==> src/rtl/bus_pkg.sv <==
// bus_pkg: shared state encoding, slave-select field position and default widths
package bus_pkg;
    localparam int ADDR_W_DEF    = 16;
    localparam int DATA_W_DEF    = 16;
    localparam int SLAVE_SEL_MSB = 15;
    localparam int SLAVE_SEL_LSB = 14;

    typedef enum logic [2:0] {
        IDLE   = 3'd0,
        SETUP  = 3'd1,
        ACCESS = 3'd2,
        WAIT   = 3'd3,
        RESP   = 3'd4
    } state_t;
endpackage

==> src/rtl/bus_master_if.sv <==
// bus_master_if: turns one command into a setup/access bus transaction and returns one response
//   client side : cmd_valid/cmd_ready/cmd_wr/cmd_addr/cmd_wdata in, rsp_valid/rsp_ready/rsp_wr/rsp_rdata out, busy
//   bus side    : master_sel/master_enable/master_wr_dir/master_addr/master_wdata out, master_rdata in
module bus_master_if
    import bus_pkg::*;
#(
    parameter int ADDR_W  = ADDR_W_DEF,
    parameter int DATA_W  = DATA_W_DEF,
    parameter int RD_WAIT = 2
) (
    input  logic              clk,
    input  logic              rst_n,
    input  logic              cmd_valid,
    output logic              cmd_ready,
    input  logic              cmd_wr,
    input  logic [ADDR_W-1:0] cmd_addr,
    input  logic [DATA_W-1:0] cmd_wdata,
    output logic              rsp_valid,
    input  logic              rsp_ready,
    output logic              rsp_wr,
    output logic [DATA_W-1:0] rsp_rdata,
    output logic              busy,
    output logic              master_sel,
    output logic              master_enable,
    output logic              master_wr_dir,
    output logic [ADDR_W-1:0] master_addr,
    output logic [DATA_W-1:0] master_wdata,
    input  logic [DATA_W-1:0] master_rdata
);
    state_t     state;
    logic [3:0] cnt;
    logic       op_wr;

    assign cmd_ready = state == IDLE;
    assign busy      = state != IDLE;

    always_ff @(posedge clk or negedge rst_n) begin
        if (!rst_n) begin
            state         <= IDLE;
            cnt           <= '0;
            op_wr         <= 1'b0;
            master_sel    <= 1'b0;
            master_enable <= 1'b0;
            master_wr_dir <= 1'b0;
            master_addr   <= '0;
            master_wdata  <= '0;
            rsp_valid     <= 1'b0;
            rsp_wr        <= 1'b0;
            rsp_rdata     <= '0;
        end else begin
            case (state)
                IDLE: if (cmd_valid) begin
                    master_sel    <= 1'b1;
                    master_enable <= 1'b0;
                    master_wr_dir <= cmd_wr;
                    master_addr   <= cmd_addr;
                    if (cmd_wr) master_wdata <= cmd_wdata;
                    op_wr         <= cmd_wr;
                    state         <= SETUP;
                end
                SETUP: begin
                    master_enable <= 1'b1;
                    state         <= ACCESS;
                end
                ACCESS: if (op_wr) begin
                    master_sel    <= 1'b0;
                    master_enable <= 1'b0;
                    master_wr_dir <= 1'b0;
                    rsp_valid     <= 1'b1;
                    rsp_wr        <= 1'b1;
                    rsp_rdata     <= '0;
                    state         <= RESP;
                end else begin
                    cnt   <= '0;
                    state <= WAIT;
                end
                // master_addr stays live here: the NIC steers read data back by its slave field
                WAIT: begin
                    cnt <= cnt + 4'd1;
                    if (cnt == 4'(RD_WAIT - 1)) begin
                        rsp_rdata     <= master_rdata;
                        rsp_wr        <= 1'b0;
                        rsp_valid     <= 1'b1;
                        master_sel    <= 1'b0;
                        master_enable <= 1'b0;
                        state         <= RESP;
                    end
                end
                RESP: if (rsp_ready) begin
                    rsp_valid <= 1'b0;
                    state     <= IDLE;
                end
                default: state <= IDLE;
            endcase
        end
    end
endmodule

==> config.mk <==
export PLATFORM = sky130hd
export DESIGN_NAME = bus_master_if
export DESIGN_NICKNAME = d
export VERILOG_FILES = /design/src/rtl/bus_pkg.sv /design/src/rtl/bus_master_if.sv
export SDC_FILE = /design/constraint.sdc
export NUM_CORES = 1
export LEC_CHECK = 0
export CAP_MARGIN = 15
export CELL_PAD_IN_SITES_DETAIL_PLACEMENT = 0
export CELL_PAD_IN_SITES_GLOBAL_PLACEMENT = 1
export CORE_UTILIZATION = 35
export DETAILED_ROUTE_END_ITERATION = 16
export PLACE_DENSITY_LB_ADDON = 0.3
export SETUP_SLACK_MARGIN = 0.3
export SLEW_MARGIN = 20
export SYNTH_ARGS = -nofsm -noshare
export SYNTH_HDL_FRONTEND = slang
export SYNTH_SLANG_ARGS = --single-unit
export TNS_END_PERCENT = 20
==> constraint.sdc <==
create_clock -name clk -period 3.25 [get_ports clk]
set_clock_uncertainty 0.1 [all_clocks]
set_input_delay 0.65 -clock clk [delete_from_list [all_inputs] [get_ports clk]]
set_output_delay 0.65 -clock clk [all_outputs]
set_load 0.01 [all_outputs]
* Yosys cells after proc, flatten, opt, wreduce, memory -nomap -nowiden
Index checks and enable logic that the tools add are counted.
** Word-level totals
- Bits in registers :: 61
- Input port bits :: 53
** Cells by class
- Add/sub/neg operators :: 1
- Equality and inequality tests :: 10
- Mux-type cells :: 23
- Reductions and logical operators :: 16
** Operators with widths (count)
- $mux 16 :: 2
- $pmux 16 s2 :: 1
- $pmux 3 s5 :: 1
- $mux 3 :: 4
- $reduce_and 3->1 :: 4
- $reduce_and 4->1 :: 3
- $ne 2x2->1 const B :: 5
- $reduce_bool 3->1 :: 3
- $mux 1 :: 8
- $pmux 4 s2 :: 1
- $eq 3x2->1 const B :: 2
- $pmux 1 s3 :: 2
- $add 4x1->4 const B :: 1
- $eq 4x1->1 const B :: 1
- $mux 4 :: 1
- $pmux 1 s2 :: 2
- $pmux 1 s4 :: 1
- $reduce_and 2->1 :: 2
- $reduce_bool 2->1 :: 2
- $reduce_bool 4->1 :: 1
- $eq 3x1->1 const B :: 1
- $eq 3x3->1 const B :: 1
- $logic_not 3->1 :: 1

* Depth between registers and ports, before layout
Gate-level depths: netlist (run 1).
- Depth after elaboration :: 3
- Mapped depth :: 6
- Depth with buffers taken out :: 5

* Least setup slack after synthesis (run 1)
Ideal clock, no wire load.
- Path kind :: register -> output
- Start :: reg state[0]
- End :: out busy
- Arrival :: 1.176 ns
- Path slack :: 1.324 ns
- Cell stages (with the launch flop) :: 4
- Path buffers :: 1
- Cells stage by stage :: dfrtp_1 -> clkbuf_1 -> nor3_1 -> inv_1
** Between the ends
- Word-level cells in the longest chain between the ends :: 1
** RTL lines
- start, declared :: RTL line bus_master_if.sv:30 : state_t state;
- start signal, assigned :: RTL line bus_master_if.sv:39 : state <= IDLE;
- start signal, assigned :: RTL line bus_master_if.sv:59 : state <= SETUP;
- start signal, assigned :: RTL line bus_master_if.sv:63 : state <= ACCESS;
- $reduce_bool 3->1 :: RTL line bus_master_if.sv:35 : assign busy = state != IDLE;
- end, declared :: RTL line bus_master_if.sv:22 : output logic busy,
No other way between the ends.

* Final worst setup path (run 1)
- Start :: reg state[1]
- End :: out cmd_ready
** Between the ends
- Word-level cells in the longest chain between the ends :: 1
** RTL lines
- $logic_not 3->1 :: RTL line bus_master_if.sv:34 : assign cmd_ready = state == IDLE;
- end, declared :: RTL line bus_master_if.sv:14 : output logic cmd_ready,
No other way between the ends.

==> metrics.txt, run 1 <==
status completed; sequential share of power 0.379; Critical path buffers and inverters 1; top_reg_cell synth dfrtp_1; largest net degree at the start of global routing 62; clock-pin slew on the worst setup and hold paths 60 ps; first-pass GRT wire length between 9000 and 10000 um; CTS Sinks a little over 60; H-tree levels 3; critical-path cell list nor3_1, clkdlybuf4s50_1; slowest cell on the critical path clkdlybuf4s50_1; chip width between 80 and 90 um; Pre-antenna DRT Iters 4; vias approximately 1.8k; Post CTS Setup Buffer Count 0; grt met3 use 0.07905; CTS hold repair buffers 0; layout cells sized above 1 0.1972; initial antenna violation count 0; kind of critical path reg -> out; Fin. Hold Viols 0; GRT overflow 0; Slew Viols, Final 0; Tcrit/Tclk final 0.7771; Worst EP required around 2500 ps; largest area contributor in the netlist dfrtp_1; pwr/cell area about 970 nW/um2; Post-CTS Resized 0; drt drc 0; Post-DRT Antenna Nets 0; die height approximately 87 um; Worst setup EP type output pin; Sw Ratio 0.3244; most common cell after layout, fill and taps aside clkdlybuf4s50_1; I/O pin total roughly 110; grt met2 use 0.2641; Ys Warns 0; core footprint approximately 6900 um2; Seq/Total Area, Yosys 0.6097; Synthesized Nets 222; CP startpoint kind register; ANT cells 0; arrival time worst endpoint around 1800 ps; wire per inst between 15 and 20 um; worst-skew pair later-pin latency 330 ps; RSZ-0062 raised after global routing false; GRT Total Usage 0.1674; root buf cell clkbuf_8; Synth Register Bits just over 60; CTS tree yes; M1 GR Usage 0.1993; Final HPWL DP 3950 um; Port Buffer Count approximately 110; Cell Count, Final, Fillers Out 380; clock power share 0.154; Inserted Clock Buffers 9; CP delay by family, top buffers and inverters; area share of the leading cell type in the synthesized netlist 0.6097; Top Usage Layer GRT met2; Slew HR 0.3910; average size of a mapped cell between 10 and 15 um2; Initial Utilization 0.3645; fmax 0.3959 GHz; 1st-iter DRT viols 53; HP Class in -> async; max-cap viol count 0; Layout Area Growth over Synthesis 52.12%; Syn Inst Count ~170; post-layout min period 2526 ps; Clock Tree Buf Depth 2; static leakage between 0.0015 and 0.002 uW; async set-reset flop share out of synthesis 1.000; share of power burned in combinational logic 0.467; Yosys cell types 32; cell area after synthesis 2504 um2; Via density ~4.7; NetSw roughly 1200 uW; most frequent cells in the layout clkdlybuf4s50_1 (106), dfrtp_1 (61), mux2_2 (27); Fin Hold WS between 300 and 400 ps; number of global-route vias before repair about 1.8k; Setup violations, final 0; final WL 5790 um; Pint around 2500 uW; placed insts 365; crit-path max cell delay approximately 580 ps; Peak VDD IR approximately 0.00038 V; # rows 30; Die ar. approximately 7500 um2; RePlAce Congestion between 0.6 and 0.7; Post-synth EDFFs 0; layout net count around 340; Slew @ Worst Pin 913.5 ps; top post-synthesis cells by area dfrtp_1 (61%), mux2_2 (12%), a22o_1 (7.0%); Max FO, Critical Path 15; setup tns final 0 ps
final cells by class:
class                      instances  area [um2]
clock buffer                      13       148.9
inverter                           4       15.01
timing repair buffer             110        1089
clock inverter                     2       10.01
sequential                        61        1526
multi-input combinational         94       899.6
fill                             577        3060
tap                               96       120.1
synthesized netlist by cell type, types with 3 or more instances:
| master | count |
|---|---|
| dfrtp_1 | 61 |
| mux2_2 | 27 |
| a22o_1 | 20 |
| mux2_4 | 9 |
| inv_1 | 4 |
| nand2_1 | 4 |
| nor2b_1 | 4 |
| buf_6 | 3 |
| nor2_1 | 3 |
| nor3b_1 | 3 |
| o21ai_0 | 3 |
routing by layer:
layer	vias up	routed length (um)
met2	49	2843
met3	7	331
met5	-	0
met1	902	2543
met4	0	72
li1	832	-
registers in the layout, indices dropped and copies added (netlist names):
| register | cells |
|---|---|
| state | 3 |
| rsp_rdata | 16 |
| rsp_valid | 1 |
| master_wr_dir | 1 |
| master_addr | 16 |
| cnt | 4 |
| master_enable | 1 |
| op_wr | 1 |
| master_wdata | 16 |
| master_sel | 1 |
| rsp_wr | 1 |
cell families after synthesis:
group,Yosys count,share of synthesized area
flip-flops,61,0.6097
multiplexers,36,0.1754
AO/OA/AOI/OAI,32,0.1060
AND/OR/NAND/NOR,24,0.06796
buffers and inverters,12,0.03098
adder cells (fa/ha/maj),2,0.009993
final timing paths:
kind | start | end | slack (ps) | cells past startpoint
min reg2reg | master_sel$_DFFE_PN0P_ | master_sel$_DFFE_PN0P_ | 390 | 1
max reg2reg | state[2]$_DFFE_PN0P_ | state[2]$_DFFE_PN0P_ | 1120 | 3
min in group clk | master_sel$_DFFE_PN0P_ | master_sel$_DFFE_PN0P_ | 390 | 1
max in group asynchronous | rst_n | master_wdata[5]$_DFFE_PN0P_ | 2170 | 2
max | state[1]$_DFFE_PN0P_ | cmd_ready | 720 | 2
min | rst_n | rsp_rdata[1]$_DFFE_PN0P_ | 370 | 2
through the flow:
step	worst slack [ps]	utilization	instance area [um2]	total power, uW
after floorplan	1324	-	2504	2090
final	724.4	0.5545	3809	3694
after CTS	721.2	0.5545	3809	3746
after detailed placement	785.0	0.5313	3650	3146
after global placement	781.2	0.5313	3650	3126
after global routing	613.0	0.5545	3809	3938
power groups by stage:
| stage | Sequential, uW | Combinational (uW) | Clock [uW] |
|---|---|---|---|
| after floorplan | 1410 | 679 | 0 |
| after global placement | 1400 | 1730 | 0 |
| after detailed placement | 1400 | 1750 | 0 |
| after CTS | 1400 | 1750 | 594 |
| after global routing | 1450 | 1860 | 628 |
| final | 1400 | 1730 | 569 |
No activity file was read; power rests on OpenSTA's default activity.
==> run 2, diff against run 1 <==
Settings changed: CORE_UTILIZATION 35 to 30.
Clock period 3.25 ns to 2.3 ns, I/O delays scaled along.
==> run 2 against run 1 <==
  * Sequential power rose by 39%
  * Critical path depth rose by 2
  * Final area rose by 4.0%
  * Worst setup slack got worse by 270 ps
  * Global-route usage fell by 2.2 points
  * Wire length rose by 4.5%
  * Largest cell class unchanged
  * Largest power group unchanged
  * Highest routed layer unchanged
==> metrics.txt, run 2 (synthesis gave the netlist of run 1 again) <==
status completed (unchanged); RSZ-0062 raised after global routing false (unchanged); # rows 32 (was 30); NetSw 1718 uW (was 1198 uW); FILL cells 708 (was 577); Pint 3865 uW (was 2496 uW); CP delay by family, top simple AND/OR/NAND/NOR gates (was buffers and inverters); Setup violations, final 0 (unchanged); drt drc 0 (unchanged); layout cells sized above 1 0.2268 (was 0.1972); Initial Utilization 0.3174 (was 0.3645); 1st-iter DRT viols 62 (was 53); hold wc startpoint rsp_rdata[9]$_DFFE_PN0P_; chip width 93.36 um (was 86.58 um); clock-pin slew on the worst setup and hold paths 70 ps (was 60 ps); Layout Area Growth over Synthesis 58.27% (was 52.12%); HP Class reg -> reg (was in -> async); Slew Viols, Final 0 (unchanged); core footprint 7888 um2 (was 6869 um2); GRT Total Usage 0.1450 (was 0.1674); Die ar. 8715 um2 (was 7495 um2); Worst EP required 2420 ps (was 2500 ps); most frequent cells in the layout clkdlybuf4s50_1 (104), dfrtp_1 (60), mux2_2 (27) (was clkdlybuf4s50_1 (106), dfrtp_1 (61), mux2_2 (27)); RePlAce Congestion 0.7073 (was 0.6815); setup tns final 0 ps (unchanged); Max FO, Critical Path 17 (was 15); Sw Ratio 0.3078 (was 0.3244); static leakage 0.001720 uW (was 0.001645 uW); number of global-route vias before repair 1853 (was 1820); GRT overflow 0 (unchanged); critical-path cell list buf_4, nor4b_4, nand2_4, mux2_4 (was nor3_1, clkdlybuf4s50_1); die height 93.36 um (was 86.58 um); post-placement setup slack 118.2 ps (was 785.0 ps); layout net count 341 (was 335); register area 1528 um2 (was 1526 um2); post-layout min period between 1500 and 2000 ps; vias 1838 (was 1790); max-cap viol count 0 (unchanged); fmax roughly 0.54 GHz; most common cell after layout, fill and taps aside clkdlybuf4s50_1 (unchanged); H-tree levels 3 (unchanged); I/O pin total 108 (unchanged); Final HPWL DP 4127 um (was 3950 um); kind of critical path reg -> reg (was reg -> out); share of power burned in combinational logic 0.458 (was 0.467); worst-skew pair later-pin latency 340 ps (was 330 ps); Inserted Clock Buffers 9 (unchanged); fin worst setup slack 457.0 ps (was 724.4 ps); Peak VDD IR 0.0006764 V (was 0.0003780 V); CP startpoint state[0]$_DFFE_PN0P_ (was state[1]$_DFFE_PN0P_); arrival time worst endpoint 1960 ps (was 1780 ps); wire per inst 15.40 um (was 15.24 um); worst reg2reg path startpoint state[0]$_DFFE_PN0P_ (was state[2]$_DFFE_PN0P_); largest net degree at the start of global routing 44 (was 62); Pre-antenna DRT Iters 4 (unchanged); Clock Tree Buf Depth 2 (unchanged); Port Buffer Count 107 (unchanged); initial antenna violation count 0 (unchanged); CP startpoint kind register (unchanged); Slew HR 0.6624 (was 0.3910); sequential share of power 0.350 (was 0.379); Slew @ Worst Pin 501.2 ps (was 913.5 ps); ANT cells 0 (unchanged); Via density 4.677 (was 4.711); Post-DRT Antenna Nets 0 (unchanged); CTS Sinks 61 (unchanged); area of the multi-input gates 904.6 um2 (was 899.6 um2); Worst setup EP type register (was output pin); first-pass GRT wire length 9315 um (was 9259 um); Fin. Hold Viols 0 (unchanged); slowest cell on the critical path dfrtp_2 (was clkdlybuf4s50_1); final WL 6052 um (was 5790 um); biggest regs master_addr x16, master_wdata x16, rsp_rdata x16 (unchanged); CTS tree yes (unchanged); crit-path max cell delay 440 ps (was 580 ps); Critical path buffers and inverters 1 (unchanged); Tcrit/Tclk final 0.8013; clock power share 0.192 (was 0.154); pwr/cell area 1409 nW/um2 (was 969.9 nW/um2); root buf cell clkbuf_8 (unchanged)
-- run 2: path summary, 6_finish.rpt --
path / end / slack, ps / depth (start not counted)
min in group asynchronous: state[1]$_DFFE_PN0P_ / 500 / 2
max reg2reg: master_wdata[13]$_DFFE_PN0P_ / 460 / 4
max: master_wdata[13]$_DFFE_PN0P_ / 460 / 4
min: rsp_rdata[9]$_DFFE_PN0P_ / 400 / 1
min reg2reg: rsp_rdata[9]$_DFFE_PN0P_ / 400 / 1
max in group asynchronous: master_wdata[14]$_DFFE_PN0P_ / 1010 / 3
-- run 2: through the flow --
step / cell area [um2] / hold slack [ps] / util / power, uW / cells
final: 3963 / 398.5 / 0.5024 / 5583 / 393
after global placement: 3705 / 338.9 / 0.4697 / 4489 / 374
after CTS: 3945 / 403.9 / 0.5002 / 5639 / 391
after global routing: 3963 / 416.7 / 0.5024 / 5930 / 393
after floorplan: 2504 / 64.41 / - / 2954 / 167
after detailed placement: 3705 / 336.2 / 0.4697 / 4511 / 374
-- run 2: metal layers --
metal,GRT usage,vias up,wire length [um]
met1,0.1782,916,2597
li1,-,853,-
met3,0.08537,3,496
met2,0.2138,66,2932
met5,0,-,0
met4,0.04231,0,26
-- run 2: area by class of cell --
type | instances | area share
inverters | 4 | 0.003789
clock inverters | 4 | 0.01768
well taps | 102 | 0.03221
multi-input cells | 94 | 0.2283
repair buffers | 116 | 0.2933
flip-flops and latches | 61 | 0.3855
clock buffers | 12 | 0.03915
-- run 2: repair_timing --
item | 4_1_cts | 5_1_grt
setup endpoints to repair | 2 | 1
buffers inserted | 0 | 2
pin swaps | 0 | 0
hold endpoints to repair | 18 | 0
gates resized for setup | 3 | 1
hold buffers | 1 | 0
-- run 2: power by group through the flow --
stage	Clock (uW)	Combinational (uW)	Sequential (uW)
after global routing	1170	2740	2020
after detailed placement	0	2560	1950
after CTS	1110	2560	1970
after global placement	0	2540	1950
final	1070	2560	1950
after floorplan	0	959	1990
